**config.mk**
```make
export PLATFORM = sky130hd
export DESIGN_NAME = rst_seq
export DESIGN_NICKNAME = d
export VERILOG_FILES = /design/src/rtl/rst_seq.sv
export SDC_FILE = /design/constraint.sdc
export NUM_CORES = 1
export LEC_CHECK = 0
export ABC_CLOCK_PERIOD_IN_PS = 1850
export BUFFER_PORTS_ARGS = -buffer_cell sky130_fd_sc_hd__buf_4
export CORE_ASPECT_RATIO = 1.1
export CORE_MARGIN = 2
export CORE_UTILIZATION = 55
export CTS_CLUSTER_DIAMETER = 50
export DETAILED_ROUTE_END_ITERATION = 16
export PLACE_DENSITY = 0.84
export SYNTH_ARGS = -nofsm -noshare
export SYNTH_HDL_FRONTEND = slang
export SYNTH_SLANG_ARGS = --single-unit
```
**constraint.sdc**
```tcl
create_clock -name clk -period 1.85 [get_ports clk]
set_input_delay 0.0925 -clock clk [delete_from_list [all_inputs] [get_ports clk]]
set_output_delay 0.0925 -clock clk [all_outputs]
set_load 0.02 [all_outputs]
```
**src/rtl/rst_seq.sv**
```systemverilog
// rst_seq -- reset and clock bring-up sequencer for the Propeller 1 top level.
//
// Holds the PLL in reset, waits for lock, stretches the core reset and then
// releases the active-low core reset nres. In RUN it arbitrates lock loss,
// the debounced reset button and the software reboot request, and records
// the cause of the most recent reset.
//
// Ports:
//   clk         in   sequencer clock (PLL reference domain)
//   res         in   asynchronous active-high reset
//   pll_locked  in   PLL lock, asynchronous (2-FF synchronized)
//   ext_resn    in   reset button, active-low, asynchronous (synced + debounced)
//   soft_res    in   software reboot request, level, synchronous to clk
//   pll_res     out  active-high PLL / clock-control reset
//   nres        out  active-low core reset, registered
//   rst_cause   out  00 power-on/res, 01 button, 10 soft, 11 lock loss/timeout
//
// Optional feature macro: RST_SEQ_LOCK_TIMEOUT_EN
//   defined     -> WAIT_LOCK gives up after LOCK_TIMEOUT cycles, re-pulses
//                  pll_res and records cause 11 (retries forever)
//   not defined -> WAIT_LOCK waits for lock indefinitely
module rst_seq #(
  parameter int CNT_W          = 24,
  parameter int PLL_RES_CYCLES = 8,
  parameter int STRETCH        = 160000,
  parameter int DEBOUNCE       = 16,
  parameter int LOCK_TIMEOUT   = 65535
) (
  input  logic       clk,
  input  logic       res,
  input  logic       pll_locked,
  input  logic       ext_resn,
  input  logic       soft_res,
  output logic       pll_res,
  output logic       nres,
  output logic [1:0] rst_cause
);

  typedef enum logic [2:0] {
    ST_PLLRST,
    ST_WAIT_LOCK,
    ST_STRETCH,
    ST_RUN,
    ST_HOLD
  } state_e;

  localparam int DB_W = (DEBOUNCE > 1) ? $clog2(DEBOUNCE) : 1;

  localparam logic [CNT_W-1:0] PLL_LAST = CNT_W'(PLL_RES_CYCLES - 1);
  localparam logic [CNT_W-1:0] STR_LAST = CNT_W'(STRETCH - 1);
  localparam logic [DB_W-1:0]  DB_LAST  = DB_W'(DEBOUNCE - 1);

`ifdef RST_SEQ_LOCK_TIMEOUT_EN
  localparam logic [CNT_W-1:0] TO_LAST  = CNT_W'(LOCK_TIMEOUT - 1);
`else
  // The timeout length is only meaningful when the timeout is built in.
  logic unused_lock_timeout;
  assign unused_lock_timeout = (LOCK_TIMEOUT == 0);
`endif

  state_e           state_q, state_d;
  logic [CNT_W-1:0] cnt_q, cnt_d;
  logic             lock_s1_q, lock_s1_d, lock_s2_q, lock_s2_d;
  logic             btn_s1_q, btn_s1_d, btn_s2_q, btn_s2_d;
  logic             btn_db_q, btn_db_d;
  logic [DB_W-1:0]  db_cnt_q, db_cnt_d;
  logic             nres_q, nres_d;
  logic [1:0]       cause_q, cause_d;

  logic lock_ok, btn_pressed;

  always_comb begin
    // Two-stage synchronizers.
    lock_s1_d = pll_locked;
    lock_s2_d = lock_s1_q;
    btn_s1_d  = ext_resn;
    btn_s2_d  = btn_s1_q;

    // Debounce: count consecutive cycles where the synced level disagrees
    // with the accepted level; any agreement restarts the count.
    btn_db_d = btn_db_q;
    db_cnt_d = '0;
    if (btn_s2_q != btn_db_q) begin
      if (db_cnt_q == DB_LAST) btn_db_d = btn_s2_q;
      else                     db_cnt_d = db_cnt_q + 1'b1;
    end
  end

  assign lock_ok     = lock_s2_q;
  assign btn_pressed = ~btn_db_q;

  always_comb begin
    state_d = state_q;
    cause_d = cause_q;
    case (state_q)
      ST_PLLRST:    if (cnt_q == PLL_LAST) state_d = ST_WAIT_LOCK;
      ST_WAIT_LOCK: begin
        if (lock_ok) state_d = ST_STRETCH;
`ifdef RST_SEQ_LOCK_TIMEOUT_EN
        else if (cnt_q == TO_LAST) begin
          state_d = ST_PLLRST;
          cause_d = 2'b11;
        end
`endif
      end
      ST_STRETCH: begin
        if (!lock_ok) begin
          state_d = ST_PLLRST;
          cause_d = 2'b11;
        end else if (cnt_q == STR_LAST && !soft_res) begin
          state_d = ST_RUN;
        end
      end
      // Coincident events resolve as lock loss > button > soft.
      ST_RUN: begin
        if (!lock_ok) begin
          state_d = ST_PLLRST;
          cause_d = 2'b11;
        end else if (btn_pressed) begin
          state_d = ST_HOLD;
          cause_d = 2'b01;
        end else if (soft_res) begin
          state_d = ST_STRETCH;
          cause_d = 2'b10;
        end
      end
      // Losing lock while the button is held still has to restart the PLL.
      ST_HOLD: begin
        if (!lock_ok) begin
          state_d = ST_PLLRST;
          cause_d = 2'b11;
        end else if (!btn_pressed) begin
          state_d = ST_STRETCH;
        end
      end
      default: state_d = ST_PLLRST;
    endcase

    // Shared counter: cleared on every state change; STRETCH saturates so a
    // held soft_res keeps the core in reset without wrapping the count.
    if (state_d != state_q)                            cnt_d = '0;
    else if (state_q == ST_STRETCH && cnt_q == STR_LAST) cnt_d = cnt_q;
    else                                               cnt_d = cnt_q + 1'b1;

    nres_d = (state_d == ST_RUN);
  end

  always_ff @(posedge clk or posedge res) begin
    if (res) begin
      state_q   <= ST_PLLRST;
      cnt_q     <= '0;
      lock_s1_q <= 1'b0;
      lock_s2_q <= 1'b0;
      btn_s1_q  <= 1'b0;
      btn_s2_q  <= 1'b0;
      btn_db_q  <= 1'b1;
      db_cnt_q  <= '0;
      nres_q    <= 1'b0;
      cause_q   <= 2'b00;
    end else begin
      state_q   <= state_d;
      cnt_q     <= cnt_d;
      lock_s1_q <= lock_s1_d;
      lock_s2_q <= lock_s2_d;
      btn_s1_q  <= btn_s1_d;
      btn_s2_q  <= btn_s2_d;
      btn_db_q  <= btn_db_d;
      db_cnt_q  <= db_cnt_d;
      nres_q    <= nres_d;
      cause_q   <= cause_d;
    end
  end

  assign pll_res   = (state_q == ST_PLLRST);
  assign nres      = nres_q;
  assign rst_cause = cause_q;

endmodule

```
==> run_results.csv <==
group,metric,value,unit
run_status,status,"finished with violations",
run_status,violations,"negative setup slack",
global_routing,grt_usage,0.2286,
place,io_buffers,8,
routing,antenna_left,0,
power_and_ir_drop,ir_worst_vdd,1056,uV
final_layout,area_delta_synth_final,27.59,%
clock_tree,clockBufferDepth,2,
setup_path,path_buf_inv,1,
floorplan,rows,23,
setup_path,ff2ff_path_depth,6,
global_routing,grt_remaining_overflow,0,
sta,setup_viol,21,
place,post_dp_cell_area,2425,um2
synthesis,synth.area.top_cells,"dfrtp_1 (45%), nor2_2 (5.1%), xor2_1 (5.0%)",
final_layout,final_core_util,0.7299,
synthesis,async_flop_share,1.000,
routing,vias,1629,
clock_tree,clock_latency,0.30,ns
synthesis,synth-seq-area-share,0.4674,
floorplan,boundaryPins,9,
worst_hold_path,min_from,"soft_res",
final_layout,fill_cells,245,
power_and_ir_drop,p_leak,1.153,nW
clock_tree,cts_root_buffer,"clkbuf_8",
synthesis,yosysWarnings,0,
floorplan,fp.coreArea,3655,um2
routing,totalWireLength,4.514,mm
setup_path,cpMaxStageDelayCell,"or4_4",
synthesis,synth_edf_count,0,
sta,fin_crit,1.887,ns
routing,drc_errors,0,
setup_path,crit_required,2.03,ns
synthesis,avgSynthCellArea,10.25,um2
worst_hold_path,hp-class,"in -> reg",
worst_hold_path,hold_depth,4,
floorplan,die-area,4311,um2
global_routing,antenna_found_initial,0,
synthesis,yosysTopAreaCellShare,0.4548,
synthesis,ys_seq_elements,39,
synthesis,yosysMostFrequentCell,"dfrtp_1",
sta,grt_setup_unrepaired,"true",
setup_path,r2r_setup_slack,-0.04,ns
clock_tree,cts_sinks,39,
setup_path,worst_setup_path_end_kind,"register",
job,drv_cap,0,
routing,dr.pass1.iters,4,
synthesis,syn_nets,211,
routing,wl_per_cell,15.00,um
sta,fin_tns_setup,-0.6110,ns
sta,max_slew_margin,0.6214,
setup_path,path_delay_family,"simple AND/OR/NAND/NOR gates",
place,post-dp-hpwl,3.218,mm
global_routing,grt_pass1_vias,1588,
global_routing,grt_pass1_wl,7.376,mm
setup_path,rr_startpoint,"state_q[2]",
global_routing,grt_max_degree,17,
power_and_ir_drop,p_total,3.019,mW
setup_path,worstSetupStartpointType,"register",
sta,hold_slack,0.2266,ns
synthesis,synth.distinct_cells,49,
sta,fin_crit_sh,1.020,
clock_tree,cts_made_buffers,5,
sta,hold_viol_final,0,
routing,drt-initial-drc-count,105,
place,placed_cells,288,
setup_path,r2r_end,"cnt_q[9]",
floorplan,initial_core_util,0.5721,
sta,finClkSkew,0.006974,ns
setup_path,cp_slowest_stage_delay,0.55,ns
final_layout,layout-drive-gt1-share,0.3586,
sta,worst_slack,-0.03708,ns
setup_path,critPathMaxFanout,11,
place,dpl_worst_slack,-0.1574,ns
floorplan,die_x,62.79,um
sta,worstMarginPinSlew,0.5673,ns
final_layout,fin_nets,257,
sta,fmax,529.9,MHz
clock_tree,htree_levels,2,
sta,slew_viol_final,0,
synthesis,syn-cell-area,2091,um2
floorplan,die_h,68.67,um
setup_path,path_class,"reg -> reg",
routing,vias_per_cell,5.412,
final_layout,n_antenna_cell,0,
synthesis,synth_area_leader_cell,"dfrtp_1",
synthesis,synth_top_flop_cell,"dfrtp_1",
clock_tree,cts_tree,"done",
setup_path,path_cells,"nand4bb_1, or4_4, nor3_4, o41a_4, buf_12, nor2_1",
worst_hold_path,hold_end,"state_q[0]",
setup_path,crit_arrival,2.07,ns
clock_tree,clkSlewWorstSetupHoldPaths,0.08,ns
power_and_ir_drop,power_density,1132,nW/um2
synthesis,syn-instance-count,204,
final_layout,finish.instance_area,2668,um2
synthesis,ys_top_cells_by_count,"dfrtp_1 (38), nor2_2 (17), nor2_1 (16), nand2_1 (13), xor2_1 (12)",
place,place_congestion,0.8738,
final_layout,final_cells,301,
## flip-flops by register name, summed over array words and instances (netlist names)
signal and count:
nres 1, lock_s1_q 1, lock_ok 1, state_q 3, btn_s2_q 1, db_cnt_q 4, btn_db_q 1, rst_cause 2
btn_s1_q 1, cnt_q 24
## power by group
part / total [mW] / switching (mW) / internal (mW)
clock: 0.735 / 0.299 / 0.436
combinational: 1.26 / 0.685 / 0.574
sequential: 1.02 / 0.0694 / 0.955
total: 3.02 / 1.05 / 1.97
## cells in the final DEF, fill, tap and decap left out, types with 2 or more instances in the layout
cell type,synthesis,final
nor3_1,8,7
buf_6,1,2
and4_1,5,5
nand2_1,13,13
dlygate4sd3_1,0,3
nand3_1,7,7
ha_1,2,2
o21ai_1,3,3
xor2_1,12,12
dfrtp_1,38,38
nor4_2,0,3
a21oi_1,4,4
buf_12,2,2
clkbuf_8,0,6
nor2b_1,3,3
nor2_4,1,6
nor3b_1,2,2
inv_1,6,6
mux2_2,2,2
nand4b_1,3,3
xnor2_1,11,11
o21ai_0,7,7
o21bai_1,2,2
buf_4,0,40
nand4_1,5,5
nor2_2,17,14
and3_1,3,3
nor2_1,16,14
## layer usage
layer / track usage / part of all wire / vias to the layer above
met2: 0.4153 / 0.52 / 27
met3: 0.03896 / 0.034 / 6
met4: 0.1056 / 0.010 / 0
met1: 0.2710 / 0.44 / 787
met5: 0 / 0 / -
li1: - / - / 809
## worst max-delay path by stage
stage | from | cells after the start | endpoint | slack [ns]
floorplan | state_q[0] | 7 | cnt_q[16] | 0.02
global placement | cnt_q[20] | 7 | cnt_q[2] | -0.08
detailed placement | cnt_q[21] | 7 | cnt_q[2] | -0.16
CTS | state_q[2] | 6 | cnt_q[8] | -0.005
global route | state_q[2] | 6 | cnt_q[8] | -0.10
finish | state_q[2] | 6 | cnt_q[9] | -0.04
## cell type report
class                           instances  area [um2]  share of cell area
Tap cell                               50       62.56             0.02345
Clock buffer                            6       82.58             0.03096
Inverter                                6       22.52            0.008443
Multi-Input combinational cell        151        1095              0.4104
Clock inverter                          2       35.03             0.01313
Sequential cell                        39       977.2              0.3663
Timing Repair Buffer                   47       392.9              0.1473
## what timing repair did
action | 4_1_cts | 5_1_grt
pin swaps | 1 | 8
hold buffers | 3 | 0
setup endpoints to repair | 24 | 24
gates resized for setup | 5 | 12
endpoints found under the hold margin | 15 | 0
setup buffers | 1 | 1
## worst reg2reg max path, stage by stage, from the launching register on
cell,delay (ns)
dfrtp_1,0.38
nand4bb_1,0.22
or4_4,0.55
nor3_4,0.19
o41a_4,0.22
buf_12,0.15
nor2_1,0.05
## kinds of logic after synthesis
group           count (synthesis)  share of synthesized area
simple gates                   98                     0.2753
compound gates                 25                    0.08737
xor+xnor                       23                    0.09635
mux                             3                    0.01556
flops                          39                     0.4674
fa+ha+maj                       2                    0.01197
buf+inv                        14                    0.04608
(Power assumes the default switching activity.)
